==> src/rtl/anim_pkg.sv <==
// anim_pkg: shared types and constants for the animation frame sequencer.
//   speed_mode_e : 2-bit playback speed select (stop / slow / fast / default)
//   ST_*         : sequencer FSM state encodings
//   DEF_*        : default parameter values for the sequencer and rate divider
package anim_pkg;

  typedef enum logic [1:0] {
    SPD_STOP    = 2'b00,
    SPD_SLOW    = 2'b01,
    SPD_FAST    = 2'b10,
    SPD_DEFAULT = 2'b11
  } speed_mode_e;

  // Sequencer states, kept as plain constants for compatibility with older tools.
  localparam logic [1:0] ST_HOLD    = 2'd0;
  localparam logic [1:0] ST_RUN_FWD = 2'd1;
  localparam logic [1:0] ST_RUN_REV = 2'd2;

  localparam int unsigned DEF_NUM_FRAMES  = 4;
  localparam int unsigned DEF_CNT_W       = 7;
  localparam int unsigned DEF_DIV_W       = 7;
  localparam int unsigned DEF_SLOW_DIV    = 4;
  localparam int unsigned DEF_FAST_DIV    = 2;
  localparam int unsigned DEF_DEFAULT_DIV = 64;

endpackage

==> src/rtl/rate_divider.sv <==
// rate_divider: divides start-of-frame ticks by the rate chosen by the speed mode.
//   i_clk        : clock
//   i_rst_n      : synchronous active-low reset
//   i_tick       : start-of-frame pulse
//   i_run        : sequencer is playing (divider counts only while set)
//   i_speed_mode : 01 slow, 10 fast, 11 default (00 never counts, i_run is low)
//   o_adv_req    : combinational request to advance the frame on this tick
module rate_divider
  import anim_pkg::*;
#(
  parameter int unsigned DIV_W       = DEF_DIV_W,
  parameter int unsigned SLOW_DIV    = DEF_SLOW_DIV,
  parameter int unsigned FAST_DIV    = DEF_FAST_DIV,
  parameter int unsigned DEFAULT_DIV = DEF_DEFAULT_DIV
) (
  input  logic       i_clk,
  input  logic       i_rst_n,
  input  logic       i_tick,
  input  logic       i_run,
  input  logic [1:0] i_speed_mode,
  output logic       o_adv_req
);

  localparam logic [DIV_W-1:0] LP_ONE = DIV_W'(1);

  logic [DIV_W-1:0] r_div_cnt;
  logic [DIV_W-1:0] w_div_cnt_d;
  logic [DIV_W-1:0] w_sel_div;
  logic             w_hit;

  always_comb begin
    case (i_speed_mode)
      SPD_SLOW: w_sel_div = DIV_W'(SLOW_DIV);
      SPD_FAST: w_sel_div = DIV_W'(FAST_DIV);
      default:  w_sel_div = DIV_W'(DEFAULT_DIV);
    endcase
  end

  // >= rather than == so that dropping to a faster rate mid-count fires on
  // the very next tick instead of wrapping the counter.
  assign w_hit     = (r_div_cnt >= (w_sel_div - LP_ONE));
  assign o_adv_req = i_run & i_tick & w_hit;

  always_comb begin
    w_div_cnt_d = r_div_cnt;
    if (i_run && i_tick) begin
      w_div_cnt_d = w_hit ? '0 : (r_div_cnt + LP_ONE);
    end
  end

  always_ff @(posedge i_clk) begin
    if (!i_rst_n) begin
      r_div_cnt <= '0;
    end else begin
      r_div_cnt <= w_div_cnt_d;
    end
  end

endmodule

==> src/rtl/anim_sequencer.sv <==
// anim_sequencer: sprite animation frame sequencer for the VGA sprite pipeline.
//   clk           : system/pixel clock
//   rst_n         : synchronous active-low reset
//   frame_tick    : one-cycle start-of-frame pulse
//   speed_mode    : 00 stop, 01 slow, 10 fast, 11 default
//   pause         : level, holds the current frame
//   step          : one-cycle pulse, advances one frame while held
//   pingpong      : level, bounce playback (only with ANIM_PINGPONG_EN)
//   frame_num     : current frame index
//   frame_counter : free-running count of frame_tick pulses
//   advance       : one-cycle pulse in the cycle frame_num changes
//   cycle_done    : one-cycle pulse on arrival at frame 0
// Build option: define ANIM_PINGPONG_EN to enable reverse/bounce playback.
module anim_sequencer
  import anim_pkg::*;
#(
  parameter int unsigned NUM_FRAMES  = DEF_NUM_FRAMES,
  parameter int unsigned FRAME_W     = (NUM_FRAMES > 1) ? $clog2(NUM_FRAMES) : 1,
  parameter int unsigned CNT_W       = DEF_CNT_W,
  parameter int unsigned DIV_W       = DEF_DIV_W,
  parameter int unsigned SLOW_DIV    = DEF_SLOW_DIV,
  parameter int unsigned FAST_DIV    = DEF_FAST_DIV,
  parameter int unsigned DEFAULT_DIV = DEF_DEFAULT_DIV
) (
  input  logic               clk,
  input  logic               rst_n,
  input  logic               frame_tick,
  input  logic [1:0]         speed_mode,
  input  logic               pause,
  input  logic               step,
  input  logic               pingpong,
  output logic [FRAME_W-1:0] frame_num,
  output logic [CNT_W-1:0]   frame_counter,
  output logic               advance,
  output logic               cycle_done
);

  localparam logic [FRAME_W-1:0] LP_LAST = FRAME_W'(NUM_FRAMES - 1);
  localparam logic [FRAME_W-1:0] LP_ONE  = FRAME_W'(1);

  logic [1:0]         r_state;
  logic [FRAME_W-1:0] r_frame;
  logic [CNT_W-1:0]   r_cnt;
  logic               r_adv;
  logic               r_done;

  logic               w_run;
  logic               w_div_adv;
  logic               w_adv;
  logic [FRAME_W-1:0] w_frame_d;
  logic               w_done_d;
  logic [1:0]         w_state_d;

  // Pause/stop take effect on the same cycle they are sampled, so the rules
  // applied to a coincident tick follow the inputs rather than r_state.
  assign w_run = (speed_mode != SPD_STOP) & ~pause;

  rate_divider #(
    .DIV_W       (DIV_W),
    .SLOW_DIV    (SLOW_DIV),
    .FAST_DIV    (FAST_DIV),
    .DEFAULT_DIV (DEFAULT_DIV)
  ) u_rate_divider (
    .i_clk        (clk),
    .i_rst_n      (rst_n),
    .i_tick       (frame_tick),
    .i_run        (w_run),
    .i_speed_mode (speed_mode),
    .o_adv_req    (w_div_adv)
  );

  // Running: advance at the divided rate. Holding: step advances once.
  assign w_adv = w_run ? w_div_adv : step;

`ifdef ANIM_PINGPONG_EN
  localparam logic [FRAME_W-1:0] LP_PENULT = FRAME_W'((NUM_FRAMES > 1) ? NUM_FRAMES - 2 : 0);

  logic r_dir_rev;
  logic w_cur_rev;
  logic w_rev_d;

  // HOLD keeps the direction in r_dir_rev so playback resumes the same way.
  assign w_cur_rev = (r_state == ST_RUN_REV) | ((r_state == ST_HOLD) & r_dir_rev);
`endif

  always_comb begin
    w_frame_d = r_frame;
    w_done_d  = 1'b0;
`ifdef ANIM_PINGPONG_EN
    w_rev_d   = w_cur_rev;
`endif
    if (w_adv) begin
      if (NUM_FRAMES == 1) begin
        w_done_d = 1'b1;
      end
`ifdef ANIM_PINGPONG_EN
      else if (w_cur_rev && pingpong) begin
        if (r_frame == '0) begin
          w_frame_d = LP_ONE;
          w_rev_d   = 1'b0;
        end else begin
          w_frame_d = r_frame - LP_ONE;
          w_done_d  = (r_frame == LP_ONE);
        end
      end
`endif
      else begin
        // Forward; also covers reverse playback with pingpong dropped.
`ifdef ANIM_PINGPONG_EN
        w_rev_d = 1'b0;
`endif
        if (r_frame == LP_LAST) begin
          w_frame_d = '0;
          w_done_d  = 1'b1;
`ifdef ANIM_PINGPONG_EN
          if (pingpong) begin
            w_frame_d = LP_PENULT;
            w_done_d  = (LP_PENULT == '0);
            w_rev_d   = 1'b1;
          end
`endif
        end else begin
          w_frame_d = r_frame + LP_ONE;
        end
      end
    end
  end

  always_comb begin
    if (!w_run) begin
      w_state_d = ST_HOLD;
    end else begin
`ifdef ANIM_PINGPONG_EN
      w_state_d = w_rev_d ? ST_RUN_REV : ST_RUN_FWD;
`else
      w_state_d = ST_RUN_FWD;
`endif
    end
  end

  always_ff @(posedge clk) begin
    if (!rst_n) begin
      r_state <= (speed_mode == SPD_STOP) ? ST_HOLD : ST_RUN_FWD;
      r_frame <= '0;
      r_cnt   <= '0;
      r_adv   <= 1'b0;
      r_done  <= 1'b0;
    end else begin
      if (frame_tick) begin
        r_cnt <= r_cnt + CNT_W'(1);
      end
      r_state <= w_state_d;
      r_frame <= w_frame_d;
      r_adv   <= w_adv;
      r_done  <= w_done_d;
    end
  end

`ifdef ANIM_PINGPONG_EN
  always_ff @(posedge clk) begin
    if (!rst_n) begin
      r_dir_rev <= 1'b0;
    end else begin
      r_dir_rev <= w_rev_d;
    end
  end
`else
  // Loop-only build: direction never matters, state is kept for debug visibility.
  logic [2:0] w_unused_loop;
  assign w_unused_loop = {pingpong, r_state};
`endif

  assign frame_num     = r_frame;
  assign frame_counter = r_cnt;
  assign advance       = r_adv;
  assign cycle_done    = r_done;

endmodule

==> config.mk <==
export PLATFORM = sky130hd
export DESIGN_NAME = anim_sequencer
export DESIGN_NICKNAME = d
export VERILOG_FILES = /design/src/rtl/anim_pkg.sv /design/src/rtl/rate_divider.sv /design/src/rtl/anim_sequencer.sv
export SDC_FILE = /design/constraint.sdc
export NUM_CORES = 1
export LEC_CHECK = 0
export BUFFER_PORTS_ARGS = -buffer_cell sky130_fd_sc_hd__buf_2
export CORE_MARGIN = 1.5
export CORE_UTILIZATION = 50
export DETAILED_ROUTE_END_ITERATION = 16
export GPL_TIMING_DRIVEN = 1
export PLACE_DENSITY = 0.73
export REMOVE_ABC_BUFFERS = 1
export SYNTH_ARGS = -nofsm -noshare
export SYNTH_HDL_FRONTEND = slang
export SYNTH_SLANG_ARGS = --single-unit
==> constraint.sdc <==
create_clock -name clk -period 2.6 [get_ports clk]
set_input_delay 0.13 -clock clk [delete_from_list [all_inputs] [get_ports clk]]
set_output_delay 0.13 -clock clk [all_outputs]
set_load 0.1 [all_outputs]
# After elaboration in Yosys (flattened, before gate mapping)
# Cells that the tools add are included.
[op_classes]
n_reduce_logical = 3
addsub = 4
n_lt_le_gt_ge = 1
n_mux = 5
bitwise = 4
n_eq_ne = 3
[ops]
columns = ["op", "count"]
rows = [
  ["7-bit by 1-bit adder with 7-bit output, second input constant", 2],
  ["7-bit case mux with 2 select lines", 1],
  ["7-bit >= comparator", 1],
  ["7-bit 2-to-1 mux", 1],
  ["7-bit by 1-bit subtractor with 7-bit output, second input constant", 1],
  ["2-bit equality test, second input constant", 2],
  ["1-bit bitwise AND", 3],
  ["2-bit by 1-bit adder with 2-bit output, second input constant", 1],
  ["2-bit by 1-bit equality test with 1-bit output, second input constant", 1],
  ["1-bit 2-to-1 mux", 2],
  ["2-bit 2-to-1 mux", 1],
  ["2-bit AND reduction", 1],
  ["2-bit nonzero test", 1],
  ["1-bit logical AND", 1],
  ["1-bit NOT", 1],
]
[word_totals]
out_inout_bits = 11
in_bits = 8
register_bits = 18

# Longest topological paths before layout
# Gate-level depths: netlist (run 1).
[logic_depth]
ltp_word = 7
mapped_depth = 7
mapped_depth_nobuf = 7

# Cells and area by module
# From an unflattened synthesis (run 1), not the netlist that was laid out.
[hier_totals]
cells_unflattened = 109
area_unflattened_um2 = 1022.2
[modules_own_cells]
columns = ["module", "seq_area_each_um2", "instances", "cells_each", "area_each_um2"]
rows = [
  ["anim_sequencer", 220.2, 1, 55, 525.5],
  ["rate_divider", 140.1, 1, 54, 496.7],
]

# Least setup slack after synthesis (run 1)
# OpenSTA, ideal clock, no wires.
[synth_timing]
path_type = "reg-to-reg"
start = "register r_cnt[0], in the netlist frame_counter[0]"
end = "register r_cnt[6], in the netlist frame_counter[6]"
period_less_slack_ns = 2.023
path_stages_with_launch = 5
arrival_time_ns = 1.947
required_ns = 2.524
path_slack_ns = 0.577
cell_sequence = "dfxtp_1 > ha_1 > nand4_1 > or3_1 > a21boi_0"
[synth_via]
elab_chain_cells = 1
[synth_lines]
columns = ["item", "line_no", "rtl"]
rows = [
  ["from (decl)", "anim_sequencer.sv:43", "logic [CNT_W-1:0] r_cnt;"],
  ["from (signal assigned)", "anim_sequencer.sv:150", "r_cnt <= r_cnt + CNT_W'(1);"],
  ["7-bit by 1-bit adder with 7-bit output", "anim_sequencer.sv:150", ""],
]
# Every way passes these cells.
# A chain may end at the register's enable or synchronous reset.

# Final worst setup path (run 1)
[layout_timing]
start = "register u_rate_divider.r_div_cnt[1]"
end = "register u_rate_divider.r_div_cnt[1]"
[layout_via]
elab_chain_cells = 2
elab_cells_between_ends = 3
classes_between = "add/sub (1); order compare (1); mux (1)"
[layout_lines]
columns = ["item", "line_no", "rtl"]
rows = [
  ["from (decl)", "rate_divider.sv:26", "logic [DIV_W-1:0] r_div_cnt;"],
  ["from (signal assigned)", "rate_divider.sv:55", "r_div_cnt <= w_div_cnt_d;"],
  ["7-bit by 1-bit adder with 7-bit output / 7-bit >= comparator (equally long branches)", "rate_divider.sv:47, rate_divider.sv:41", ""],
  ["7-bit 2-to-1 mux (*)", "rate_divider.sv:47", "w_div_cnt_d = w_hit ? '0 : (r_div_cnt + LP_ONE);"],
]
# Mark *: on every way between the ends. The rest lies on a longest branch, timed or not.

==> implementation parameters, run 1 <==
Parameter                              Value

Critical path
  Worst setup EP type    flip-flop
  Category of the critical setup timing path    flip-flop to flip-flop
  Endpoint of the most critical register-to-register path    u_rate_divider.r_div_cnt[1]
  Maximum fanout along the worst path    7
  Launching point of the worst reg2reg path    u_rate_divider.r_div_cnt[1]
  Startpoint class of the critical path    flip-flop
  Worst reg-to-reg setup slack    0.96 ns
  R2r worst-path depth    5
  Arrival @ worst endpoint    1.80 ns
  Critical path data required time    2.76 ns

Floorplanning
  Die Outline Area    2300 µm²
  Core footprint    1920 µm²
  Boundary pin count    19
  Starting density of the core    52.5%
  Die Width    47.9 µm
  Rows    16
  Floorplan die height    47.9 µm

Final layout
  Final core utilization    58.9%
  Layout cell share with drive strength beyond 1    22.9%
  Area overhead of the layout relative to synthesis    12.1%
  Net count, final    139
  Number of antenna cells inserted    0

Synth
  Most used flip-flop cell after synthesis    dfxtp_1
  Synthesized cell area    1010 µm²
  Most instantiated library cell after synthesis    dfxtp_1
  Share of synthesized area occupied by flip-flops and latches    35.7%
  Synth area leaders    dfxtp_1 36%, ha_1 14%, xnor2_1 5.2%
  Biggest area consumer among synthesized cells    dfxtp_1
  Proportion of netlist area held by the largest area contributor    35.7%
  Warnings, synthesis    0
  Synthesized netlist cell count    101
  Flip-flop and latch count after synthesis    18
  Number of unique standard cell types used by synthesis    31
  Commonest cells in the synthesized netlist    18 x dfxtp_1, 12 x nand2_1, 11 x ha_1
  Fraction of synthesis flops using an asynchronous set or reset pin    0%
  Number of enable-type register cells in the synthesized netlist    0
  Mean cell area of the mapped netlist    10.0 µm²

Global routing
  Maximum number of pins on one net before global-route repair    21
  Gr usage total    17.0%
  Wire length of the first global-routing pass    2650 µm
  Total overflow reported by the global router    0
  Antenna violations before repair    0
  Number of global-route vias before repair    620

Power
  Leakage power of the design    0.494 nW
  PD cells    458 nW/µm²
  Worst vdd rail ir drop    392 µV

Timing
  Final Slew Violations    0
  Setup TNS    0 ns
  Worst clock skew    0.00577 ns
  Worst Hold Slack    0.241 ns
  Post-route clock period utilization    63.2%
  Number of hold violations in the final report    0
  Fmax    608 MHz
  Total of endpoints with negative setup slack in the final report    0
  Period minus WS final    1.64 ns
  RSZ-0062 raised after global routing    false

Clock network
  Post-CTS setup buffer count    0
  Number of buffers added by the clock tree synthesis step    3
  CTS max path bufs    2
  Clock latency on the worst-skew pair    0.28 ns
  Hold-fix buffer count after cts    0
  CTS root buf    clkbuf_4
  Reg clk slew, reported paths    0.09 ns
  Clock tree from TritonCTS    yes
  Post_cts resized    0
  CTS H-tree depth    1
  Clock sink count    18

Routing
  DR vias    746
  Via density    5.14
  Overall routed net length    1700 µm
  Drc violations    0
  Number of design-rule violations left by the first detailed-router iteration    15
  Residual antenna-violating net count after detailed routing    0
  Initial DRT Pass Iterations    5
  Final routed wire length divided by cell count    11.7 µm

Placement
  Placer Congestion    0.754
  Detailed placement HPWL    1340 µm
  I/O Buffers    17

Flow run
  Max_cap viols    0

Status
  Result of the run    finished, final reports clean

Worst hold path
  Worst hold path stage count    3
  Worst hold path type    input pin to flip-flop
  Beginning of the worst hold path    rst_n
  Worst Hold Endpoint    frame_num[0]
==> critical path, cell delays in order, from the launching register on <==
cell	delay, ns
dfxtp_1	0.35
ha_1	0.30
a211oi_2	0.07
nor4_2	0.35
o21a_1	0.36
nor3b_1	0.10
==> placed cells by master, fill, tap and decap left out, types with 2 or more instances in the layout <==
cell type / synthesis / layout
a21boi_0: 2 / 2
a21oi_1: 2 / 2
and2_1: 4 / 4
buf_2: 0 / 17
clkbuf_4: 0 / 3
dfxtp_1: 18 / 18
ha_1: 11 / 11
inv_1: 2 / 2
mux2i_1: 4 / 4
nand2_1: 12 / 12
nand4_1: 3 / 3
nor2_1: 3 / 3
nor2b_1: 2 / 2
nor3b_1: 6 / 6
o21ai_0: 4 / 4
or3_1: 2 / 2
xnor2_1: 6 / 6
xor2_1: 4 / 4
==> flip-flops by register name, summed over array words and instances, names as in the netlist <==
name,flops
advance,1
cycle_done,1
frame_counter,7
frame_num,2
u_rate_divider.r_div_cnt,7
==> layer usage <==
metal	vias to the layer above	GRT usage (%)	part of all wire, %
met1	347	21.3	48
met3	2	4.91	2.6
met4	0	7.57	1.3
li1	385	-	-
met5	-	0	0
met2	12	26.9	48
==> how the worst max path moves through the flow <==
stage | startpoint | to | slack [ns] | cells after the start
3_3_place_gp | speed_mode[0] | u_rate_divider.r_div_cnt[1] | 0.75 | 8
5_1_grt | u_rate_divider.r_div_cnt[1] | u_rate_divider.r_div_cnt[3] | 0.82 | 5
3_5_place_dp | speed_mode[0] | u_rate_divider.r_div_cnt[1] | 0.72 | 8
6_report | u_rate_divider.r_div_cnt[1] | u_rate_divider.r_div_cnt[1] | 0.96 | 5
2_1_floorplan | frame_counter[0] | frame_counter[6] | 0.58 | 4
4_1_cts | u_rate_divider.r_div_cnt[1] | u_rate_divider.r_div_cnt[1] | 0.94 | 5
==> metrics by stage <==
stage,power [W],instance area [µm²],cells,worst slack (ns)
floorplan,0.000373,991,98,0.577
global placement,0.000393,1110,142,0.752
detailed placement,0.000397,1110,142,0.718
CTS,0.000525,1130,145,0.940
global route,0.000551,1130,145,0.825
finish,0.000518,1130,145,0.956
==> final cells by class <==
cell class / count / area, µm²
clock buffer: 3 / 22.5
fill: 190 / 790
tap: 27 / 33.8
timing repair buffer: 17 / 85.1
inverter: 2 / 7.51
sequential: 18 / 360
multi-input combinational: 78 / 623
==> power by group <==
group / total (W) / internal [W] / switching [W] / leakage [nW]
registers: 0.000290 / 0.000283 / 0.00000726 / 0.146
clock network: 0.000129 / 0.0000536 / 0.0000750 / 0.0138
logic: 0.0000994 / 0.0000301 / 0.0000694 / 0.334
total: 0.000518 / 0.000366 / 0.000152 / 0.494
==> logic make-up after synthesis <==
kind of cell             Yosys count  share of synthesized area (%)
flip-flops                        18                           35.7
other                              1                          0.371
adder cells (fa/ha/maj)           11                           13.6
buffers and inverters              5                           2.60
AND/OR/NAND/NOR                   40                           27.0
XOR/XNOR                          10                           8.67
multiplexers                       4                           3.97
AO/OA/AOI/OAI                     12                           8.05
(Power assumes the default switching activity.)
==> run 2, diff against run 1 <==
--- a/config.mk
+++ b/config.mk
@@ -7,7 +7,7 @@
 export LEC_CHECK = 0
 export BUFFER_PORTS_ARGS = -buffer_cell sky130_fd_sc_hd__buf_2
 export CORE_MARGIN = 1.5
-export CORE_UTILIZATION = 50
+export CORE_UTILIZATION = 48
 export DETAILED_ROUTE_END_ITERATION = 16
 export GPL_TIMING_DRIVEN = 1
 export PLACE_DENSITY = 0.73
==> constraint.sdc (replaced) <==
create_clock -name clk -period 1.46 [get_ports clk]
set_input_delay 0.073 -clock clk [delete_from_list [all_inputs] [get_ports clk]]
set_output_delay 0.073 -clock clk [all_outputs]
set_load 0.1 [all_outputs]
==> run 2 against run 1 <==
Compared with the run above:
- clock-buffer cell count up 1
- register-to-register slack worse by 0.95 ns
- routed wire length up 7.5%
- largest cell class unchanged
- final cell count up 4.8%
- clock power up 140%
- flip-flop and latch count unchanged
- first-iteration DRC count down 40%
- worst setup slack worse by 0.95 ns
- clock skew about the same
==> implementation parameters, run 2 (synthesis results as in run 1) <==
Parameter                              Value

Final layout
  Net count, final    145 (+4.3%)
  Most frequent cells in the layout    17 x buf_2, 12 x dfxtp_1, 10 x nand2_1
  Area overhead of the layout relative to synthesis    29.5%
  Commonest non-fill, non-tap cell in the layout    buf_2
  Filler-free cell count of the finished design    152 (+4.8%)
  Number of antenna cells inserted    0 (unchanged)
  Area used by multi-input combinational logic    732 µm² (+17%)
  Layout cell share with drive strength beyond 1    44.0% (+21 points)
  Final core utilization    66.6% (+7.7 points)
  Sequential cell area    368 µm² (+2.1%)
  Cell area after layout    1310 µm² (+15%)
  Number of filler instances in the final layout    177 (-6.8%)

Placement
  Instance area at placement    1150 µm² (+4.1%)
  I/O Buffers    17 (unchanged)
  Detailed placement HPWL    1350 µm (+0.92%)
  Placer Congestion    0.739 (-1.9%)
  Placed insts    148 (+4.2%)

Timing
  Post-route clock period utilization    99.8% (+37 points)
  Number of hold violations in the final report    0 (unchanged)
  RSZ-0062 raised after global routing    true
  Setup TNS    0 ns (unchanged)
  Final Slew Violations    0 (unchanged)
  Worst clock skew    0.00622 ns (+0.000457 ns)
  Period minus WS final    1.46 ns (-0.187 ns)
  Fmax    686 MHz (+13%)
  Total of endpoints with negative setup slack in the final report    0 (unchanged)

Floorplanning
  Floorplan die height    48.9 µm (+1.9%)
  Rows    16 (unchanged)
  Core footprint    1960 µm² (+2.1%)
  Die Outline Area    2390 µm² (+3.9%)
  Boundary pin count    19 (unchanged)
  Die Width    48.9 µm (+1.9%)
  Starting density of the core    51.5% (-1.1 points)

Clock network
  Clock tree from TritonCTS    yes
  Hold-fix buffer count after cts    0 (unchanged)
  Reg clk slew, reported paths    0.11 ns (+0.02 ns)
  Post-CTS setup buffer count    0 (unchanged)
  CTS root buf    clkbuf_4
  CTS H-tree depth    1 (unchanged)
  CTS max path bufs    2 (unchanged)
  Clock sink count    18 (unchanged)
  Clock latency on the worst-skew pair    0.29 ns (about the same)
  Number of buffers added by the clock tree synthesis step    3 (unchanged)

Global routing
  Maximum number of pins on one net before global-route repair    21 (unchanged)
  Wire length of the first global-routing pass    3040 µm (+15%)
  Antenna violations before repair    0 (unchanged)
  Gr usage total    16.1% (-0.89 points)
  Number of global-route vias before repair    708 (+14%)
  Total overflow reported by the global router    0 (unchanged)

Critical path
  Maximum fanout along the worst path    4 (-3)
  Startpoint class of the critical path    flip-flop
  Worst setup EP type    flip-flop
  Arrival @ worst endpoint    1.65 ns (-0.15 ns)
  Category of the critical setup timing path    flip-flop to flip-flop
  Critical path data required time    1.65 ns (-1.11 ns)

Routing
  Residual antenna-violating net count after detailed routing    0 (unchanged)
  Via density    5.05 (-1.9%)
  DR vias    767 (+2.8%)
  Final routed wire length divided by cell count    12.0 µm (+2.6%)
  Overall routed net length    1820 µm (+7.5%)
  Initial DRT Pass Iterations    4 (-1)
  Number of design-rule violations left by the first detailed-router iteration    9 (-6)
  Drc violations    0 (unchanged)

Worst hold path
  Worst hold path type    input pin to flip-flop

Power
  Leakage power of the design    0.559 nW (+13%)
  Worst vdd rail ir drop    450 µV (+15%)
  Design Power    0.00103 W (+99%)
  PD cells    788 nW/µm² (+72%)

Flow run
  Max_cap viols    0 (unchanged)

Status
  Result of the run    finished, final reports clean
==> run 2: cell types whose count changed in the layout (fill, tap and decap cells not counted), sizes merged <==
cell | before | now
clkbuf | 3 | 4
buf | 17 | 23
==> run 2: worst max-delay path, stage by stage (launching register included) <==
cell	delay, ns
dfxtp_2	0.35
ha_4	0.24
a211oi_4	0.25
nor4_4	0.06
o21ai_2	0.24
and3b_1	0.21
==> run 2: final timing paths <==
check	end	startpoint	slack, ns	depth (start not counted)
max	cycle_done	u_rate_divider.r_div_cnt[1]	0.003	5
min	advance	rst_n	0.16	2
max reg2reg	cycle_done	u_rate_divider.r_div_cnt[1]	0.003	5
min reg2reg	frame_num[1]	frame_num[1]	0.50	2
==> run 2: what timing repair did <==
item	CTS	global route
endpoints found under the setup margin	11	11
resized for setup	13	11
pin swaps	7	1
==> run 2: cell type report <==
| type | count | area share (%) |
|---|---|---|
| multi-input cells | 78 | 56.0 |
| flip-flops and latches | 18 | 28.1 |
| repair buffers | 23 | 9.95 |
| clock buffers | 4 | 2.78 |
| well taps | 27 | 2.58 |
| inverters | 2 | 0.574 |
==> run 2: per-stage QoR <==
step	worst slack, ns	hold WS (ns)
finish	0.00324	0.161
global route	-0.0541	0.166
CTS	0.00216	0.161
detailed placement	-0.348	0.481
global placement	-0.284	0.465
floorplan	-0.563	0.195
==> run 2: power breakdown <==
group / leakage, nW / switching (W) / internal (W)
combinational: 0.389 / 0.000135 / 0.0000696
clock: 0.0210 / 0.000156 / 0.000152
sequential: 0.149 / 0.0000140 / 0.000504
total: 0.559 / 0.000305 / 0.000726
==> run 2: per-layer routing <==
layer  vias to the layer above  global-route usage, %  part of all wire (%)
met2                        13                   27.9                    51
met5                         -                      0                     0
li1                        395                      -                     -
met4                         0                   7.14                     0
met1                       359                   20.0                    46
met3                         0                   1.84                   2.6
